===== src/rtl/uart_cmd_parser.sv =====
// Parses ASCII register-write commands of the form "R<0-3>:<hex>\r" from a UART
// byte stream and emits a one-cycle write strobe with address and data.
module uart_cmd_parser #(
    parameter int DP_WIDTH = 16,
    parameter int NUM_NIB  = DP_WIDTH / 4
) (
    input  logic                clk,
    input  logic                rst,
    input  logic [7:0]          i_rx_data,
    input  logic                i_rx_valid,
    output logic [1:0]          o_wr_addr,
    output logic [DP_WIDTH-1:0] o_wr_data,
    output logic                o_wr_stb,
    output logic                o_err,
    output logic                o_busy
);

    localparam int CW = $clog2(NUM_NIB + 1);

    typedef enum logic [2:0] {IDLE, REG, COLON, NIB, ERR} state_t;

    state_t              state;
    logic [1:0]          addr_q;
    logic [DP_WIDTH-1:0] acc;
    logic [CW-1:0]       count;

    logic       is_hex;
    logic       is_eol;
    logic       is_r;
    logic       is_reg_digit;
    logic [3:0] nib;

    always_comb begin
        is_hex = 1'b1;
        nib    = 4'd0;
        if (i_rx_data >= 8'h30 && i_rx_data <= 8'h39)
            nib = i_rx_data[3:0];
        else if ((i_rx_data >= 8'h41 && i_rx_data <= 8'h46) ||
                 (i_rx_data >= 8'h61 && i_rx_data <= 8'h66))
            nib = i_rx_data[3:0] + 4'd9;
        else
            is_hex = 1'b0;
    end

    assign is_eol       = (i_rx_data == 8'h0D) || (i_rx_data == 8'h0A);
    assign is_r         = (i_rx_data == 8'h52) || (i_rx_data == 8'h72);
    assign is_reg_digit = (i_rx_data >= 8'h30) && (i_rx_data <= 8'h33);

    assign o_busy = (state != IDLE);

    always_ff @(posedge clk) begin
        if (rst) begin
            state     <= IDLE;
            addr_q    <= 2'd0;
            acc       <= '0;
            count     <= '0;
            o_wr_addr <= 2'd0;
            o_wr_data <= '0;
            o_wr_stb  <= 1'b0;
            o_err     <= 1'b0;
        end else begin
            o_wr_stb <= 1'b0;
            o_err    <= 1'b0;
            if (i_rx_valid) begin
                case (state)
                    IDLE: begin
                        if (is_r) begin
                            state <= REG;
                            acc   <= '0;
                            count <= '0;
                        end else if (!is_eol) begin
                            state <= ERR;
                            o_err <= 1'b1;
                        end
                    end
                    REG: begin
                        if (is_reg_digit) begin
                            state  <= COLON;
                            addr_q <= i_rx_data[1:0];
                        end else begin
                            state <= ERR;
                            o_err <= 1'b1;
                        end
                    end
                    COLON: begin
                        if (i_rx_data == 8'h3A) begin
                            state <= NIB;
                        end else begin
                            state <= ERR;
                            o_err <= 1'b1;
                        end
                    end
                    NIB: begin
                        if (is_hex && count != CW'(NUM_NIB)) begin
                            acc   <= {acc[DP_WIDTH-5:0], nib};
                            count <= count + 1'b1;
                        end else if (is_eol && count != '0) begin
                            state     <= IDLE;
                            o_wr_stb  <= 1'b1;
                            o_wr_addr <= addr_q;
                            o_wr_data <= acc;
                        end else if (is_eol) begin
                            state <= IDLE;
                            o_err <= 1'b1;
                        end else begin
                            // overlong field or a non-hex byte
                            state <= ERR;
                            o_err <= 1'b1;
                        end
                    end
                    ERR: begin
                        if (is_eol)
                            state <= IDLE;
                    end
                    default: state <= IDLE;
                endcase
            end
        end
    end

endmodule


===== config.mk =====
export PLATFORM = sky130hd
export DESIGN_NAME = uart_cmd_parser
export DESIGN_NICKNAME = d
export VERILOG_FILES = /design/src/rtl/uart_cmd_parser.sv
export SDC_FILE = /design/constraint.sdc
export NUM_CORES = 1
export LEC_CHECK = 0
export CORE_AREA = 2 2 73 75
export CTS_BUF_LIST = sky130_fd_sc_hd__clkbuf_8 sky130_fd_sc_hd__clkbuf_16
export CTS_CLUSTER_DIAMETER = 30
export DETAILED_ROUTE_END_ITERATION = 7
export DIE_AREA = 0 0 75 77
export GPL_TIMING_DRIVEN = 1
export PLACE_DENSITY = 0.7
export SETUP_SLACK_MARGIN = 0.02
export SLEW_MARGIN = 0
export SYNTH_ARGS = -nofsm -noshare
export SYNTH_HDL_FRONTEND = slang
export SYNTH_SLANG_ARGS = --single-unit

===== constraint.sdc =====
create_clock -name clk -period 1.98 [get_ports clk]
set_input_delay 0.297 -clock clk [delete_from_list [all_inputs] [get_ports clk]]
set_output_delay 0.297 -clock clk [all_outputs]
set_load 0.05 [all_outputs]

==> results of run 1 <==
## worst max-delay path: cells and delay by family
family	cells	cell delay [ns]
AND/OR/NAND/NOR	2	0.89
AO/OA/AOI/OAI	4	0.53
buffers and inverters	2	0.39
## metal layers
metal	up-vias	GRT usage, %	share of wire, %
li1	1042	-	-
met1	955	24.04	48
met2	43	29.12	47
met3	10	3.285	2.4
met4	0	5.536	2.0
met5	-	0	0
## final cells by class
class                           instances  area, µm²
Clock buffer                            6      82.58
Clock inverter                          2      38.79
Fill cell                             456       1937
Inverter                                8      30.03
Multi-Input combinational cell        188       1255
Sequential cell                        44      882.1
Tap cell                               70      87.58
Timing Repair Buffer                   75      664.4
## flip-flops by register name, indices dropped and copies added (netlist names)
register,count
addr_q,2
o_wr_data,16
count,3
o_wr_stb,1
acc,16
state,3
o_wr_addr,2
o_err,1
## Yosys cell counts, types with 2 or more instances
master    number
nand2_1       51
dfxtp_1       44
a21oi_1       25
nor2_1        10
clkbuf_1       9
o21ai_0        9
mux2i_1        8
inv_1          7
nor3_1         7
ha_1           6
mux2_2         6
nand2b_1       6
nand3_1        4
nor2b_1        4
or4_1          4
and3_1         3
buf_2          3
o211a_1        3
o211ai_1       3
o41ai_1        3
a211oi_1       2
a31oi_1        2
a41o_1         2
buf_4          2
nand4b_1       2
nor3b_1        2
nor4_1         2
o31ai_1        2
## placed cells by master, fill, tap and decap left out, types with 2 or more instances in the layout
master,count
inv_1,6
a21oi_1,24
or4_1,4
o211ai_1,3
dlygate4sd2_1,4
a211oi_1,2
ha_1,5
nor3_1,6
inv_2,2
nand2b_1,6
clkbuf_8,6
dfxtp_1,43
buf_4,40
nor2_1,9
o41ai_1,3
nand3_1,3
o21ai_0,8
mux2_2,6
nor2b_1,4
dlymetal6s2s_1,2
nand4b_1,2
nand2_1,51
clkbuf_2,2
mux2i_1,8
o211a_1,3
buf_6,3
buf_12,2
and3_1,3
a31oi_1,2
clkdlybuf4s50_1,22
a41o_1,2
## where the power goes
| group | internal [W] | leakage (nW) | total, W | switching (W) |
|---|---|---|---|---|
| Clock | 0.000413 | 0.0614 | 0.000733 | 0.000320 |
| Sequential | 0.000887 | 0.355 | 0.000892 | 0.00000489 |
| Combinational | 0.0000735 | 0.781 | 0.000160 | 0.0000869 |
| Total | 0.00137 | 1.20 | 0.00178 | 0.000412 |
## per-stage QoR
| stage | power, W | std cells | util (%) | setup slack [ns] | cell area, µm² |
|---|---|---|---|---|---|
| after floorplan | 0.0009927 | 256 | - | 0.1028 | 2193 |
| after global placement | 0.001067 | 379 | 56.66 | -0.4616 | 2820 |
| after detailed placement | 0.001069 | 379 | 56.66 | -0.5903 | 2820 |
| after CTS | 0.001792 | 391 | 60.06 | 0.02491 | 2989 |
| after global routing | 0.001856 | 393 | 61.09 | 0.01082 | 3040 |
| final | 0.001785 | 393 | 61.09 | 0.09675 | 3040 |
## kinds of logic (layout without fill, tap and decap cells)
kind of cell	after synthesis	in the layout	share of synthesized area, %
compound gates	61	61	19.74
fa+ha+maj	6	6	3.423
xor+xnor	1	1	0.3994
simple gates	106	106	24.59
buf+inv	24	91	4.962
flops	44	44	40.16
mux	14	14	6.731
## how the worst min path moves through the flow
| stage | slack (ns) | depth (start not counted) | to | start |
|---|---|---|---|---|
| after CTS | 0.46 | 2 | o_wr_data[12] | o_wr_data[12] |
| after detailed placement | 0.44 | 2 | o_wr_data[12] | o_wr_data[12] |
| after global routing | 0.45 | 4 | addr_q[0] | i_rx_data[0] |
| after floorplan | 0.43 | 2 | o_wr_data[0] | acc[0] |
| after global placement | 0.44 | 2 | o_wr_addr[0] | o_wr_addr[0] |
| final | 0.42 | 4 | addr_q[0] | i_rx_data[0] |
## what timing repair did
item                       4_1_cts  5_1_grt
resized for setup               13       18
pin swaps                        4        3
gates cloned                     0        2
setup endpoints to repair       41       38
buffers inserted                 4        0
==> results.cfg, run 1 <==
[worst_setup_path]
reg2regPathDepth = 7
max_stage_delay_ns = 0.47
cp-endpoint = acc[10]
rrSetupSlack_ns = 0.15
r2r_start = count[0]
cp_max_fo = 6
path_cells = dlygate4sd2_1, or3b_4, a211oi_2, a21o_4, a22oi_4, buf_6, or4_1, o21ai_1
arrival_ns = 2.12
critPathLaunch = i_rx_data[7]
end_kind = register
worst_setup_path_start_kind = input port
crit_required_ns = 2.21
path_class = in -> reg
reg2reg_to = acc[10]
crit_slowest_cell = or4_1

[sta]
setup_viol = 0
relSlewSlack_pct = 66.38
rsz0062_at_grt = true
fin_hold_ws_ns = 0.4228
finalHoldViolations = 0
slew_violations = 0
worst_pin_slew_ns = 0.5027
setup_tns_ns = 0
fin_crit_sh_pct = 95.11
fmax_mhz = 531.0
finClkSkew_ns = 0.005023
min_period_ns = 1.883

[synth]
syn-num-nets = 273
synth-seq-cells = 44
synth_ff_type = dfxtp_1
yosysWarnings = 0
synth_edf_count = 0
yosys.area.top_type = dfxtp_1
syn_avg_cell_area_um2 = 8.568
synthArstFlopShare_pct = 0
synth_top_area_share_pct = 40.16
netlist_top_cells_area = dfxtp_1, nand2_1, a21oi_1, mux2i_1, ha_1
synth_cells = 256
syn_area_mm2 = 0.002193
synth_cell_types = 53
seq_area_frac_synth_pct = 40.16

[layout]
nets = 339
n_antenna_cell = 0
synthToLayoutAreaGrowth_pct = 38.62
drive_above_1_share_pct = 25.70

[outcome]
status = finished, final reports clean

[die]
placementRows = 26
core-area_mm2 = 0.004977
ios = 32
fp.dieH_um = 77
die_area_mm2 = 0.005775
die_w_um = 75
start_util_pct = 44.07

[drt]
wirelength_um = 5084
via_per_inst = 5.216
drtIter0Drc = 91
first_pass_iters = 4
ant_nets = 0
dr_total_vias = 2050
routedWlPerCell_um = 12.94
route.detailed.drc = 0

[clock_tree]
cts_inserted_buffers = 5
cts_tree = yes
h-tree-depth = 2
clk_pin_slew_worst_paths_ns = 0.09
insertion_delay_ns = 0.30
cts_hold_buf = 0
cts-root-buf = clkbuf_8
cts_max_path_buffers = 2
cts_sinks = 44

[placement]
io_buffers = 31
dp_hpwl_um = 3577
gp_congestion = 0.8240

[grt]
antenna_found_initial = 0
grt_max_degree = 36
grt_use_total_pct = 18.04
grt_pass1_vias = 1933
grt_pass1_wl_um = 8438
gr-total-overflow = 0

[pwr]
leakage_nw = 1.198
cellPowerDensity_mw_per_mm2 = 587.1
worst_ir_drop_vdd_mv = 0.2798

[worst_hold_path]
hp-class = in -> reg

[flow_run]
maxCapViolations = 0
Note: power is estimated with default switching activity, not from simulation.
==> run 2, diff against run 1 <==
PLACE_DENSITY = default   (was 0.7)
PLACE_DENSITY_LB_ADDON = 0.2   (was default)
==> run 2 against run 1 <==
  * Count of clock-buffer cells in the layout down 1
  * Non-clock buffer count decreased by 5
  * Final area fell by 2.4%
  * Core utilization fell by 1.5 points
  * Global-route usage rose by 0.93 points
  * Cell count decreased by 1.3%
  * Die area did not move
  * Critical path depth is 3 lower
==> results.cfg, run 2 (synthesis gave the netlist of run 1 again) <==
[sta]
finClkSkew_ns = 0.008927
fmax_mhz = 531.7
relSlewSlack_pct = 66.79
finalHoldViolations = 0
fin_crit_sh_pct = 94.98
setup_viol = 0
min_period_ns = 1.881
fin_hold_ws_ns = 0.4022
worst_pin_slew_ns = 0.4966
slew_violations = 0

[layout]
drive_above_1_share_pct = 24.21
nets = 335
fin_area_mm2 = 0.002967
final_cell_mix = nand2_1, dfxtp_1, buf_4
n_antenna_cell = 0
top_regs = acc: 16 flops, o_wr_data: 16 flops
nFillCells = 447
post-route-util_pct = 59.60
final_common_cell = nand2_1
synthToLayoutAreaGrowth_pct = 35.25
seqCellArea_um2 = 880.8
instances_no_fill = 388
multi_input_area_mm2 = 0.001275

[clock_tree]
clk_pin_slew_worst_paths_ns = 0.08
cts_hold_buf = 0
cts_inserted_buffers = 5
cts_max_path_buffers = 2
cts-root-buf = clkbuf_8
insertion_delay_ns = 0.30
h-tree-depth = 2
cts_sinks = 44
cts_tree = yes

[drt]
route.detailed.drc = 0
first_pass_iters = 4
ant_nets = 0
dr_total_vias = 2024
via_per_inst = 5.216
routedWlPerCell_um = 13.11
wirelength_um = 5085
drtIter0Drc = 90

[grt]
gr-total-overflow = 0
grt_pass1_wl_um = 8604
grt_max_degree = 36
grt_pass1_vias = 1899
grt_use_total_pct = 18.96
antenna_found_initial = 0

[worst_setup_path]
cpMostUsedCell = buf_4
crit_slowest_cell = dfxtp_1
cp_max_fo = 8
crit_required_ns = 1.68
cp-endpoint = o_busy
end_kind = output pin
r2r_start = state[0]
critPathLaunch = state[0]
arrival_ns = 1.58
reg2regPathDepth = 7
path_cells = or2_2, nor2_2, buf_4, inv_1, buf_4
worst_setup_path_start_kind = register
reg2reg_to = acc[12]
rrSetupSlack_ns = 0.15
path_class = reg -> out
max_stage_delay_ns = 0.40

[die]
die_area_mm2 = 0.005775
core-area_mm2 = 0.004977
placementRows = 26
die_w_um = 75
start_util_pct = 44.07
ios = 32
fp.dieH_um = 77

[worst_hold_path]
hp-class = in -> reg

[placement]
post_dp_cell_area_mm2 = 0.002808
dp_hpwl_um = 3619
placed_cells = 379
io_buffers = 31
gp_congestion = 0.8638

[pwr]
leakage_nw = 1.135
worst_ir_drop_vdd_mv = 0.2555
cellPowerDensity_mw_per_mm2 = 539.8

[outcome]
status = finished, final reports clean

[flow_run]
maxCapViolations = 0
==> run 2: per-layer routing <==
layer | track usage (%) | vias to the layer above | part of all wire, %
met5 | 0 | - | 0
met4 | 7.500 | 0 | 1.7
met3 | 3.548 | 6 | 3.6
met2 | 28.95 | 44 | 45
met1 | 26.02 | 942 | 49
li1 | - | 1032 | -
==> run 2: how the worst min path moves through the flow <==
stage | start | end | slack, ns | depth (start not counted)
3_5_place_dp | o_wr_data[3] | o_wr_data[3] | 0.44 | 2
6_report | i_rx_data[0] | addr_q[0] | 0.40 | 4
3_3_place_gp | o_wr_data[15] | o_wr_data[15] | 0.44 | 2
2_1_floorplan | acc[0] | o_wr_data[0] | 0.43 | 2
5_1_grt | i_rx_data[0] | addr_q[0] | 0.44 | 4
4_1_cts | o_wr_data[14] | o_wr_data[14] | 0.45 | 2
==> run 2: what timing repair did <==
item                       4_1_cts  5_1_grt
pin swaps                        5        6
setup endpoints to repair       41       41
setup buffers                    1        0
gates resized for setup         12       15
gates cloned                     1        0
==> run 2: report_power, final <==
group	switching [W]	internal, W	leakage [nW]	total [W]
logic	0.0000891	0.0000720	0.740	0.000161
registers	0.00000527	0.000887	0.355	0.000892
clock network	0.000309	0.000239	0.0400	0.000548
total	0.000403	0.00120	1.13	0.00160
==> run 2: layout make-up <==
cell class / instances / area share (%)
inverters: 8 / 1.012
flip-flops and latches: 44 / 29.69
clock buffers: 5 / 2.320
clock inverters: 2 / 0.4218
repair buffers: 70 / 20.62
well taps: 70 / 2.952
multi-input cells: 189 / 42.98
==> run 2: metrics by stage <==
step | setup WS (ns) | TNS (ns) | power (W)
global route | -0.01558 | -0.01995 | 0.001670
CTS | 0.007180 | 0 | 0.001610
global placement | -0.4844 | -16.53 | 0.001065
detailed placement | -0.5596 | -19.34 | 0.001068
floorplan | 0.1028 | 0 | 0.0009927
finish | 0.09937 | 0 | 0.001601
==> run 2: critical path, delay by kind of cell, from the launching register on <==
family | cells | cell delay [ns]
buf+inv | 3 | 0.38
flops | 1 | 0.40
simple gates | 2 | 0.51
